`src/rtl/mem_port_arbiter.sv`:
```
// Merges the core's instruction-fetch and data ports onto one memory port, one transaction at a time.
// Define ARB_ROUND_ROBIN_EN to alternate grants when both ports request together (default: data first).
module mem_port_arbiter #(
  parameter int ADDR_W = 32,
  parameter int DATA_W = 32
) (
  input  logic                clk,
  input  logic                rst,
  input  logic                inst_read,
  input  logic [ADDR_W-1:0]   inst_addr,
  output logic                inst_resp,
  output logic [DATA_W-1:0]   inst_rdata,
  input  logic                data_read,
  input  logic                data_write,
  input  logic [DATA_W/8-1:0] data_mbe,
  input  logic [ADDR_W-1:0]   data_addr,
  input  logic [DATA_W-1:0]   data_wdata,
  output logic                data_resp,
  output logic [DATA_W-1:0]   data_rdata,
  output logic                mem_read,
  output logic                mem_write,
  output logic [ADDR_W-1:0]   mem_addr,
  output logic [DATA_W-1:0]   mem_wdata,
  output logic [DATA_W/8-1:0] mem_mbe,
  input  logic                mem_resp,
  input  logic [DATA_W-1:0]   mem_rdata
);

  localparam int MBE_W = DATA_W / 8;

  localparam logic [2:0] IDLE   = 3'd0;
  localparam logic [2:0] BUSY_I = 3'd1;
  localparam logic [2:0] BUSY_D = 3'd2;
  localparam logic [2:0] RESP_I = 3'd3;
  localparam logic [2:0] RESP_D = 3'd4;

  logic [2:0]        state_q;
  logic [ADDR_W-1:0] addr_q;
  logic [DATA_W-1:0] wdata_q;
  logic [MBE_W-1:0]  mbe_q;
  logic              wr_q;
  logic [DATA_W-1:0] inst_rdata_q;
  logic [DATA_W-1:0] data_rdata_q;
  logic              data_req;
  logic              pick_data;
  logic              busy;

  assign data_req = data_read | data_write;

`ifdef ARB_ROUND_ROBIN_EN
  // last_data_q = 1 when the data port won the previous arbitration
  logic last_data_q;

  assign pick_data = data_req & (~inst_read | ~last_data_q);

  always_ff @(posedge clk or negedge rst) begin
    if (!rst) begin
      last_data_q <= 1'b0;
    end else if (state_q == IDLE && (data_req || inst_read)) begin
      last_data_q <= pick_data;
    end
  end
`else
  assign pick_data = data_req;
`endif

  // Arbitration, request latch and response capture
  always_ff @(posedge clk or negedge rst) begin
    if (!rst) begin
      state_q      <= IDLE;
      addr_q       <= '0;
      wdata_q      <= '0;
      mbe_q        <= '0;
      wr_q         <= 1'b0;
      inst_rdata_q <= '0;
      data_rdata_q <= '0;
    end else begin
      case (state_q)
        IDLE: begin
          if (pick_data) begin
            addr_q  <= data_addr;
            wdata_q <= data_wdata;
            mbe_q   <= data_mbe;
            wr_q    <= data_write;
            state_q <= BUSY_D;
          end else if (inst_read) begin
            addr_q  <= inst_addr;
            wdata_q <= '0;
            mbe_q   <= '1;
            wr_q    <= 1'b0;
            state_q <= BUSY_I;
          end
        end
        BUSY_I: begin
          if (mem_resp) begin
            inst_rdata_q <= mem_rdata;
            state_q      <= RESP_I;
          end
        end
        BUSY_D: begin
          if (mem_resp) begin
            data_rdata_q <= wr_q ? '0 : mem_rdata;
            state_q      <= RESP_D;
          end
        end
        RESP_I, RESP_D: state_q <= IDLE;
        default:        state_q <= IDLE;
      endcase
    end
  end

  // Memory side is driven purely from the latched request
  assign busy      = (state_q == BUSY_I) || (state_q == BUSY_D);
  assign mem_read  = busy & ~wr_q;
  assign mem_write = busy & wr_q;
  assign mem_addr  = addr_q;
  assign mem_wdata = wdata_q;
  assign mem_mbe   = mbe_q;

  assign inst_resp  = (state_q == RESP_I);
  assign data_resp  = (state_q == RESP_D);
  assign inst_rdata = inst_rdata_q;
  assign data_rdata = data_rdata_q;

endmodule

```
`config.mk`:
```
export PLATFORM = sky130hd
export DESIGN_NAME = mem_port_arbiter
export DESIGN_NICKNAME = d
export VERILOG_FILES = /design/src/rtl/mem_port_arbiter.sv
export SDC_FILE = /design/constraint.sdc
export NUM_CORES = 1
export LEC_CHECK = 0
export ABC_AREA = 0
export BUFFER_PORTS_ARGS = -buffer_cell sky130_fd_sc_hd__buf_4
export CAP_MARGIN = 5
export CORE_AREA = 2 2 110 112
export DETAILED_ROUTE_END_ITERATION = 16
export DIE_AREA = 0 0 112 114
export GPL_ROUTABILITY_DRIVEN = 0
export GPL_TIMING_DRIVEN = 0
export MAX_ROUTING_LAYER = met4
export PLACE_DENSITY = 0.85
export SLEW_MARGIN = 20
export SYNTH_ARGS = -nofsm -noshare
export SYNTH_HDL_FRONTEND = slang
export SYNTH_SLANG_ARGS = --single-unit
```
`constraint.sdc`:
```
create_clock -name clk -period 4.5 [get_ports clk]
set_input_delay 0.225 -clock clk [delete_from_list [all_inputs] [get_ports clk]]
set_output_delay 0.225 -clock clk [all_outputs]
set_load 0.05 [all_outputs]
```
* After elaboration in Yosys (flattened, before gate mapping)
Cells that the tools add are included.
** Operators by class
- Equal/unequal tests :: 7
- Muxes and demuxes :: 14
- Bitwise operators :: 4
- Reductions and logical operators :: 7
** Operators with widths (count)
- 2-to-1 mux 32 bit :: 5
- 2-to-1 mux 3 bit :: 4
- case mux 3 bit (3 select lines) :: 1
- 2-to-1 mux 4 bit :: 2
- equality test 3 x 2 -> 1 bit, second input constant :: 2
- AND reduction 2 bit :: 3
- inequality test 2 bit, second input constant :: 2
- equality test 3 x 1 -> 1 bit, second input constant :: 1
- equality test 3 bit, second input constant :: 1
- zero test 3 bit :: 1
- inequality test 3 bit, second input constant :: 1
- AND reduction 3 bit :: 1
- AND 1 bit :: 2
- 2-to-1 mux 1 bit :: 2
- nonzero test 2 bit :: 1
- logical OR 1 bit :: 1
- inverter 1 bit :: 1
- OR 1 bit :: 1
** Storage, ports and cells
- Bits in registers :: 136
- Input bits :: 138
- Output and inout port bits :: 136
- Logic and storage cells :: 39

* Longest topological paths before layout
Gate-level depths: netlist (run 1).
- Depth in word-level cells :: 3
- Mapped depth :: 6
- Gate-level depth less buffers :: 3

* Least setup slack after synthesis (run 1)
OpenSTA, ideal clock, no wires.
- Path kind :: flip-flop to output port
- Start point :: register state_q[1]
- End point :: output mem_write
- Data arrival time :: 1.793 ns
- Required time :: 4.275 ns
- Path slack :: 2.482 ns
- Stages on the path, launching flop included :: 4
- Buffers on the path :: 1
- Cell sequence :: dfrtp_1 > buf_2 > xnor2_1 > nor3b_1
** On the way
- Longest elaborated chain between the ends :: 3
- Elaborated cells on any way between the ends :: 4
- Classes of those cells :: eq/ne: 2; bitwise: 1; reduce/logical: 1
** RTL lines
- start: declaration :: line 37 : logic [2:0] state_q;
- start signal: assignment :: line 70 : state_q <= IDLE;
- start signal: assignment :: line 85 : state_q <= BUSY_D;
- start signal: assignment :: line 91 : state_q <= BUSY_I;
- equality test 3 x 1 -> 1 bit / equality test 3 x 2 -> 1 bit (equally long branches) :: line 113 : assign busy = (state_q == BUSY_I) || (state_q == BUSY_D);
- logical OR 1 bit (*) :: line 113
- AND 1 bit (*) :: line 115 : assign mem_write = busy & wr_q;
- end: declaration :: line 21 : output logic mem_write,
Every way passes the cells marked *; elsewhere a longest branch is shown, timed or not.

* Worst setup path in the final report (run 1)
- Start point :: register wr_q
- End point :: output mem_write
** On the way
- Longest elaborated chain between the ends :: 1
** RTL lines
- start: declaration :: line 41 : logic wr_q;
- start signal: assignment :: line 84 : wr_q <= data_write;
- AND 1 bit :: line 115
Every way passes these cells.

==> results of run 1 <==
layout by cell type (no fill, tap or decap), types with 2 or more instances in the layout:
master / netlist / final
a21oi_1: 2 / 2
a22o_1: 32 / 32
buf_2: 16 / 16
buf_4: 0 / 272
buf_6: 4 / 4
bufinv_16: 0 / 3
clkbuf_1: 11 / 12
clkbuf_16: 0 / 17
clkinv_2: 0 / 2
clkinv_4: 0 / 3
clkinvlp_4: 0 / 4
dfrtp_1: 136 / 136
inv_6: 0 / 2
mux2_1: 2 / 2
mux2_2: 69 / 69
mux2_4: 26 / 26
nand2_1: 34 / 34
nand2b_1: 33 / 33
nor3_1: 2 / 2
nor3_2: 2 / 2
nor3b_1: 2 / 2
o21ai_0: 32 / 32
o22a_1: 4 / 4
kinds of logic after synthesis:
| family | share of synthesized area |
|---|---|
| buf+inv | 0.0299 |
| compound gates | 0.0892 |
| xor+xnor | 0.00154 |
| simple gates | 0.0729 |
| mux | 0.209 |
| flops | 0.598 |
layout make-up:
cell class	count	area (µm²)
Tap cell	147	184
Multi-Input combinational cell	249	2120
Clock buffer	18	429
Buffer	31	166
Inverter	1	3.75
Timing Repair Buffer	275	2090
Clock inverter	14	174
Sequential cell	136	3400
Fill cell	787	3130
registers in the layout, indices dropped and copies added, names as in the netlist:
name / flops
state_q: 3
mem_addr: 32
mem_mbe: 4
inst_rdata: 32
wr_q: 1
data_rdata: 32
mem_wdata: 32
through the flow:
stage,utilization,total power [mW]
after detailed placement,0.680,6.46
after global placement,0.677,6.35
final,0.732,7.86
after CTS,0.732,7.90
after global routing,0.732,8.17
after floorplan,-,5.09
where the power goes:
group	switching, mW	total (mW)	internal [mW]
combinational	2.82	4.32	1.50
clock	0.539	1.41	0.875
sequential	0.341	2.12	1.78
total	3.70	7.86	4.16
layer usage:
metal	wire (µm)	up-vias	global-route usage
li1	-	2059	-
met1	6350	2277	0.309
met2	8340	215	0.444
met3	1090	18	0.0595
met4	208	0	0.0797
met5	0	-	-
final timing paths:
kind | start | cells after the start | end | slack [ns]
setup / recovery | wr_q | 3 | mem_write | 2.59
hold / removal | data_mbe[2] | 2 | mem_mbe[2] | 0.03
setup reg to reg | state_q[0] | 6 | mem_addr[14] | 2.77
hold reg to reg | data_rdata[30] | 2 | data_rdata[30] | 0.48
max in group asynchronous | rst | 3 | mem_addr[14] | 3.43
min in group asynchronous | rst | 2 | data_rdata[15] | 0.34
==> flow_summary.toml, run 1 <==
[setup_path]
path_class = "reg2out"
critPathTopFamily = "buffers and inverters"
cp.arrival_ns = 1.69
slowest_stage = "dfrtp_1"
cp-end-kind = "output port"
crit_path_max_fanout = 10
crit_buf_inv = 2
cpPeakStageDelay_ns = 0.46
path_cells = "clkbuf_1, nor3b_1, buf_4"
cp-start-kind = "flop"
cp_data_required_time_ns = 4.28

[logic_synthesis]
yosys_warnings = 0
synthTopCellsByArea = "dfrtp_1, mux2_2, mux2_4, a22o_1, nand2b_1"
yosysTopAreaCellShare = 0.598
syn_area_um2 = 5700
synth_area_per_cell_um2 = 13.7
ys_seq_area_frac = 0.598
synth_common_cells = "dfrtp_1, mux2_2, nand2_1"
syn_nets = 555
synth_most_common_cell = "dfrtp_1"
yosys_most_used_dff = "dfrtp_1"
synth.distinct_cells = 26
ys_async_sr_fraction = 1.00
synthCells = 417
ys_ff_latch = 136
synth-edff-count = 0
synth_top_area_cell = "dfrtp_1"

[power]
p_per_area_nw_per_um2 = 916
ir_drop_v = 0.000559
p_leak_nw = 4.29

[clock_network]
ctsResizeCount = 0
numCtsBuffers = 17
cts_hold_buf = 1
ctsRootBufferMaster = "clkbuf_16"
clk_pin_slew_worst_paths_ns = 0.06
clock_tree.buffer_depth = 2
cts_tree = "yes"
cts_setup_buffers = 0
h-tree-depth = 4
clock_latency_ns = 0.41
cts_sinks = 136

[detailed_routing]
dr.first_iter.drc_count = 339
wl_um = 16000
detail_route.first_pass.iterations = 4
avgRoutedWirePerCell_um = 18.4
vias = 4569
drc_errors = 0
drtAntennaViolNets = 0
vias_per_cell = 5.25

[place]
place_ws_ns = 2.52
port-buffer-count = 273
post_dp_cell_area_um2 = 7960
place_hpwl_um = 12100
dp.cells = 838

[run]
drv_cap = 0

[sta]
rsz0062_at_grt = "false"
tightestPinTransition_ns = 0.529
slew_viol_final = 0
max_freq_ghz = 0.522
hold_viol_final = 0
slew_headroom = 0.646
post-route-period-util = 0.425
setup_viol = 0
period_needed_ns = 1.91
whs_ns = 0.0294
fin_ws_ns = 2.59
clock_skew_ns = 0.0131
final.setup.tns_ns = 0

[final_layout]
syn2layout_area_growth_pct = 50.6
layout.cells.non_filler = 871
final_cell_area_um2 = 8580
layout-drive-gt1-share = 0.583
antenna_cells = 0
nets = 849

[grt]
grtUsageTotal = 0.259
antenna_found_initial = 0
grt_overflow = 0
first_global_vias = 4850
grt_pass1_wl_um = 25200
grt_max_degree = 77

[status]
status = "finished, final reports clean"

[floorplan]
num_rows = 40
die_w_um = 112
die-area_um2 = 12800
ios = 274
fp.dieH_um = 114
core_area_um2 = 11700
start_util = 0.486

[hold_path]
hp-class = "in2reg"
Note: power is estimated with default switching activity, not from simulation.
==> run 2: changes to the inputs <==
Settings changed: ABC_AREA 0 to 1, CORE_AREA 2 2 110 112 to 2 2 115 117, DIE_AREA 0 0 112 114 to 0 0 117 119, PLACE_DENSITY 0.85 to 0.79.
Clock period 4.5 ns to 2 ns, I/O delays scaled along.
==> run 2 against run 1 <==
Effect of this change:
- synthesized cell count is 71% higher
- cell area grew 15%
- largest power group unchanged
- non-clock buffer count is 128 higher
- area after synthesis increased by 2.2%
- global-route usage grew 6.1 points
- count of clock-buffer cells in the layout rose by 4
- routed wire length is 33% higher
- setup slack got worse by 2.5 ns
- sequential power is 130% higher
- clock skew decreased by 0.0086 ns
==> flow_summary.toml, run 2 <==
[setup_path]
critPathTopFamily = "buffers and inverters"
cp-end-kind = "flop"
cp_data_required_time_ns = 2.31
path_class = "in2reg"
cp.arrival_ns = 2.20
cpPeakStageDelay_ns = 0.60
crit_path_max_fanout = 10
crit_path_frequent_cell = "nand2_1"
crit_buf_inv = 5
cp-start-kind = "input port"
slowest_stage = "dlygate4sd3_1"
path_cells = "dlygate4sd3_1, buf_4, inv_1, nand2_1, buf_2, nand2_1, nand2_1, dlygate4sd3_1, nand2_1, nand2_1"

[power]
p_per_area_nw_per_um2 = 1850
ir_drop_v = 0.00106
power.total_mw = 18.2
power_frac_seq = 0.267
switchingPower_mw = 9.41
p_leak_nw = 5.46
p_int_mw = 8.75
combPwrFrac = 0.578
pwr-share-clk = 0.155
p_sw_frac = 0.518

[place]
port-buffer-count = 272
dp.cells = 1161
place_hpwl_um = 12700
place_ws_ns = 0.570
post_dp_cell_area_um2 = 8120

[detailed_routing]
detail_route.first_pass.iterations = 5
dr.first_iter.drc_count = 617
avgRoutedWirePerCell_um = 16.2
vias = 6518
drtAntennaViolNets = 0
wl_um = 21300
drc_errors = 0
vias_per_cell = 4.98

[final_layout]
final_common_cell = "nand2_1"
final_cell_area_um2 = 9830
layout-drive-gt1-share = 0.299
layout.cells.non_filler = 1310
post-route-util = 0.764
nets = 1262
final_cell_mix = "nand2_1, buf_4, dfrtp_1"
syn2layout_area_growth_pct = 69.0

[floorplan]
ios = 274
num_rows = 42
die_w_um = 117
core_area_um2 = 12900
die-area_um2 = 13900
start_util = 0.452
fp.dieH_um = 119

[sta]
whs_ns = 0.00616
slew_headroom = 0.663
setup_viol = 0
clock_skew_ns = 0.00453
fin_ws_ns = 0.106
rsz0062_at_grt = "false"
period_needed_ns = 1.89
tightestPinTransition_ns = 0.506
final.setup.tns_ns = 0
slew_viol_final = 0
hold_viol_final = 0
post-route-period-util = 0.947
max_freq_ghz = 0.528

[logic_synthesis]
synth-edff-count = 0
yosysTopAreaCellShare = 0.585
synth.distinct_cells = 17
synthCells = 712
yosys_warnings = 0
synth_most_common_cell = "nand2_1"
synth_common_cells = "nand2_1, dfrtp_1, nand3_1"
ys_ff_latch = 136
ys_async_sr_fraction = 1.00
synth_top_area_cell = "dfrtp_1"
syn_nets = 850
synth_area_per_cell_um2 = 8.17
synthTopCellsByArea = "dfrtp_1, nand2_1, nand3_1, o21ai_0, buf_2"
syn_area_um2 = 5820
yosys_most_used_dff = "dfrtp_1"
ys_seq_area_frac = 0.585

[clock_network]
clock_tree.buffer_depth = 2
clock_latency_ns = 0.42
cts_sinks = 136
h-tree-depth = 4
cts_setup_buffers = 0
numCtsBuffers = 17
clk_pin_slew_worst_paths_ns = 0.06
cts_tree = "yes"
ctsRootBufferMaster = "clkbuf_16"

[grt]
antenna_found_initial = 2
grt_max_degree = 73
grtUsageTotal = 0.320
grt_overflow = 0
first_global_vias = 6831
grt_pass1_wl_um = 33300

[hold_path]
hp-class = "in2reg"

[status]
status = "finished, final reports clean"

[run]
drv_cap = 0
==> run 2: cell types whose count changed after synthesis, moves of 4 or more <==
cell / before / now
nand2b_1: 33 / 0
nand2_1: 34 / 396
nand3_1: 0 / 68
inv_1: 1 / 8
nor2_1: 1 / 14
inv_2: 0 / 6
mux2_2: 69 / 0
buf_4: 0 / 9
o22a_1: 4 / 0
a22o_1: 32 / 0
mux2_4: 26 / 0
==> run 2: cell type report <==
class,instances,area [µm²]
clock inverters,5,52.6
flip-flops and latches,136,3400
diodes,2,5.00
plain buffers,41,245
clock buffers,22,454
multi-input cells,521,2120
well taps,176,220
repair buffers,393,3280
fillers,803,3040
inverters,14,52.6
==> run 2: worst paths after layout <==
| kind | startpoint | to | slack, ns | cells after the start |
|---|---|---|---|---|
| max reg2reg | state_q[1] | mem_wdata[22] | 0.49 | 6 |
| max in group asynchronous | rst | mem_addr[22] | 1.05 | 3 |
| min reg2reg | inst_rdata[11] | inst_rdata[11] | 0.47 | 2 |
| min | data_addr[23] | mem_addr[23] | 0.006 | 5 |
| max | data_write | mem_addr[4] | 0.11 | 10 |
| min in group asynchronous | rst | inst_rdata[7] | 0.22 | 2 |
==> run 2: worst register-to-register path, stage by stage (launching register included) <==
cell,delay (ns)
dfrtp_1,0.45
nor2_2,0.16
nand3_2,0.21
inv_2,0.18
buf_2,0.24
nand2_1,0.10
nand2_1,0.10
==> run 2: cells by family (layout without fill, tap and decap cells) <==
kind of cell,count (synthesis),count (layout),share of synthesized area
AO/OA/AOI/OAI,33,33,0.0284
buffers and inverters,55,475,0.0512
flip-flops,136,136,0.585
other,0,2,0
AND/OR/NAND/NOR,488,488,0.335
==> run 2: timing repair <==
item | CTS | global route
hold buffers | 120 | 0
endpoints found under the hold margin | 191 | 0
gates resized for setup | 0 | 1
endpoints found under the setup margin | 0 | 1
==> run 2: power groups by stage <==
stage	combinational (mW)	clock, mW	sequential (mW)
global route	11.1	2.97	4.99
floorplan	2.42	0	9.14
finish	10.5	2.82	4.85
CTS	10.3	2.83	4.79
detailed placement	10.1	0	4.80
global placement	9.97	0	4.75
==> run 2: layer usage <==
metal | global-route usage | share of wire | up-vias
met5 | - | 0 | -
met4 | 0.185 | 0.046 | 0
met3 | 0.0896 | 0.082 | 85
met2 | 0.509 | 0.49 | 328
li1 | - | - | 3037
met1 | 0.358 | 0.38 | 3068
==> run 3: changes to the inputs <==
Settings changed: CORE_AREA 2 2 115 117 to 2 2 121 123, DIE_AREA 0 0 117 119 to 0 0 123 125, PLACE_DENSITY 0.79 to 0.75.
Clock period 2 ns to 1.63 ns, I/O delays scaled along.
==> run 3 against run 2 <==
Effect of this change:
- total power rose by 26%
- critical path type is now reg2out
- register-to-register slack worse by 0.37 ns
- utilization fell by 4.6 points
- final cell count rose by 2.6%
- clock power increased by 39%
- global-route usage shrank 4.7 points
- cell area rose by 3.7%
- sequential share of layout area fell by 1.2 points
- sequential power grew 22%
- critical path depth is 4 lower
==> flow_summary.toml, run 3 (synthesized netlist as in run 2, its figures left out) <==
[sta]
clock_skew_ns = 0.00508
post-route-period-util = 0.970
slew_viol_final = 0
hold_viol_final = 0
period_needed_ns = 1.58
final.setup.tns_ns = 0
whs_ns = 0.0230
slew_headroom = 0.642
max_freq_ghz = 0.632
tightestPinTransition_ns = 0.536
setup_viol = 0

[clock_network]
clock_tree.buffer_depth = 2
cts_tree = "yes"
numCtsBuffers = 17
clk_pin_slew_worst_paths_ns = 0.06
ctsRootBufferMaster = "clkbuf_16"
cts_sinks = 136
h-tree-depth = 4
clock_latency_ns = 0.42

[setup_path]
cp-startpoint = "state_q[1]"
r2r-start = "state_q[0]"
cp_data_required_time_ns = 1.55
cp.arrival_ns = 1.50
cpPeakStageDelay_ns = 0.40
crit_buf_inv = 3
cp-start-kind = "flop"
crit_path_max_fanout = 4
cp-end-kind = "output port"
path_cells = "buf_4, nand3_4, nand2_1, inv_1, nor2_2, buf_6"
path_class = "reg2out"
slowest_stage = "dfrtp_2"
critPathTopFamily = "flip-flops"

[place]
port-buffer-count = 272
post_dp_cell_area_um2 = 8130
place_hpwl_um = 12800

[final_layout]
final_common_cell = "nand2_1"
final_cell_area_um2 = 10200
final_cell_mix = "nand2_1, buf_4, dfrtp_1, dlygate4sd3_1, nand3_1"
syn2layout_area_growth_pct = 75.3
fill_cells = 953
nets = 1284
layout-drive-gt1-share = 0.314

[grt]
grt_max_degree = 70
first_global_vias = 6699
grt_pass1_wl_um = 32100
grt_overflow = 0
grtUsageTotal = 0.273
antenna_found_initial = 1

[floorplan]
start_util = 0.410
ios = 274
die_w_um = 123
fp.dieH_um = 125
core_area_um2 = 14200
die-area_um2 = 15400
num_rows = 44

[hold_path]
holdCritStartpoint = "inst_addr[4]"
hp-class = "in2reg"

[detailed_routing]
vias_per_cell = 4.80
drtAntennaViolNets = 0
detail_route.first_pass.iterations = 5
wl_um = 20500
drc_errors = 0
avgRoutedWirePerCell_um = 15.2
vias = 6447
dr.first_iter.drc_count = 269

[run]
drv_cap = 0

[power]
p_per_area_nw_per_um2 = 2240
power.total_mw = 22.8
p_leak_nw = 5.61
ir_drop_v = 0.00115

[status]
status = "finished, final reports clean"
==> run 3: changes by cell type in the layout (fill, tap and decap cells not counted), moves of 3 or more <==
cell,change
buf_2,-3
buf_4,+7
clkbuf_1,-5
clkbuf_4,+3
clkinv_4,+3
dlygate4sd3_1,+14
nor2_2,+3
==> run 3: worst min-delay path, stage by stage <==
cell and delay [ns]:
buf_4 0.08, nand2_1 0.06, nand2_1 0.07, nand2_1 0.06, nand2_1 0.06
==> run 3: final timing paths <==
path / slack (ns) / end / depth (start not counted)
min in group asynchronous: 0.21 / mem_addr[5] / 2
worst max register to register: 0.12 / mem_wdata[29] / 9
worst max-delay path: 0.05 / mem_read / 6
worst min register to register: 0.47 / inst_rdata[17] / 2
worst min-delay path: 0.02 / mem_addr[4] / 5
max in group asynchronous: 0.70 / state_q[0] / 3
==> run 3: layer usage <==
layer	global-route usage	routed length, µm	up-vias
li1	-	-	3097
met1	0.307	7940	3007
met2	0.450	10100	280
met3	0.0693	1600	63
met4	0.133	798	0
met5	-	0	-
==> run 3: through the flow <==
stage	setup slack, ns	utilization	std cells
final	0.0481	0.718	1344
after global routing	-0.0340	0.718	1344
after CTS	0.000739	0.712	1337
after detailed placement	0.204	0.572	1169
after global placement	-0.0841	0.570	1168
after floorplan	0.00832	-	712
==> run 3: final cells by class <==
type	count	area, µm²	area share
Antenna cell	1	2.50	0.000245
Multi-Input combinational cell	521	2140	0.210
Timing Repair Buffer	416	3490	0.343
Clock buffer	20	467	0.0458
Sequential cell	136	3410	0.334
Buffer	40	249	0.0244
Inverter	14	58.8	0.00577
Tap cell	184	230	0.0226
Clock inverter	12	149	0.0146
==> run 3: power breakdown <==
group / leakage, nW / internal (mW) / switching [mW]
Clock: 0.306 / 2.52 / 1.41
Sequential: 1.70 / 4.99 / 0.920
Combinational: 3.61 / 3.86 / 9.14
==> run 3: repair_timing <==
item                                    CTS  global route
gates cloned                              0             0
setup buffers                             3             6
hold buffers                            134             0
gates resized for setup                   5            10
hold endpoints to repair                201             0
endpoints found under the setup margin    2            51
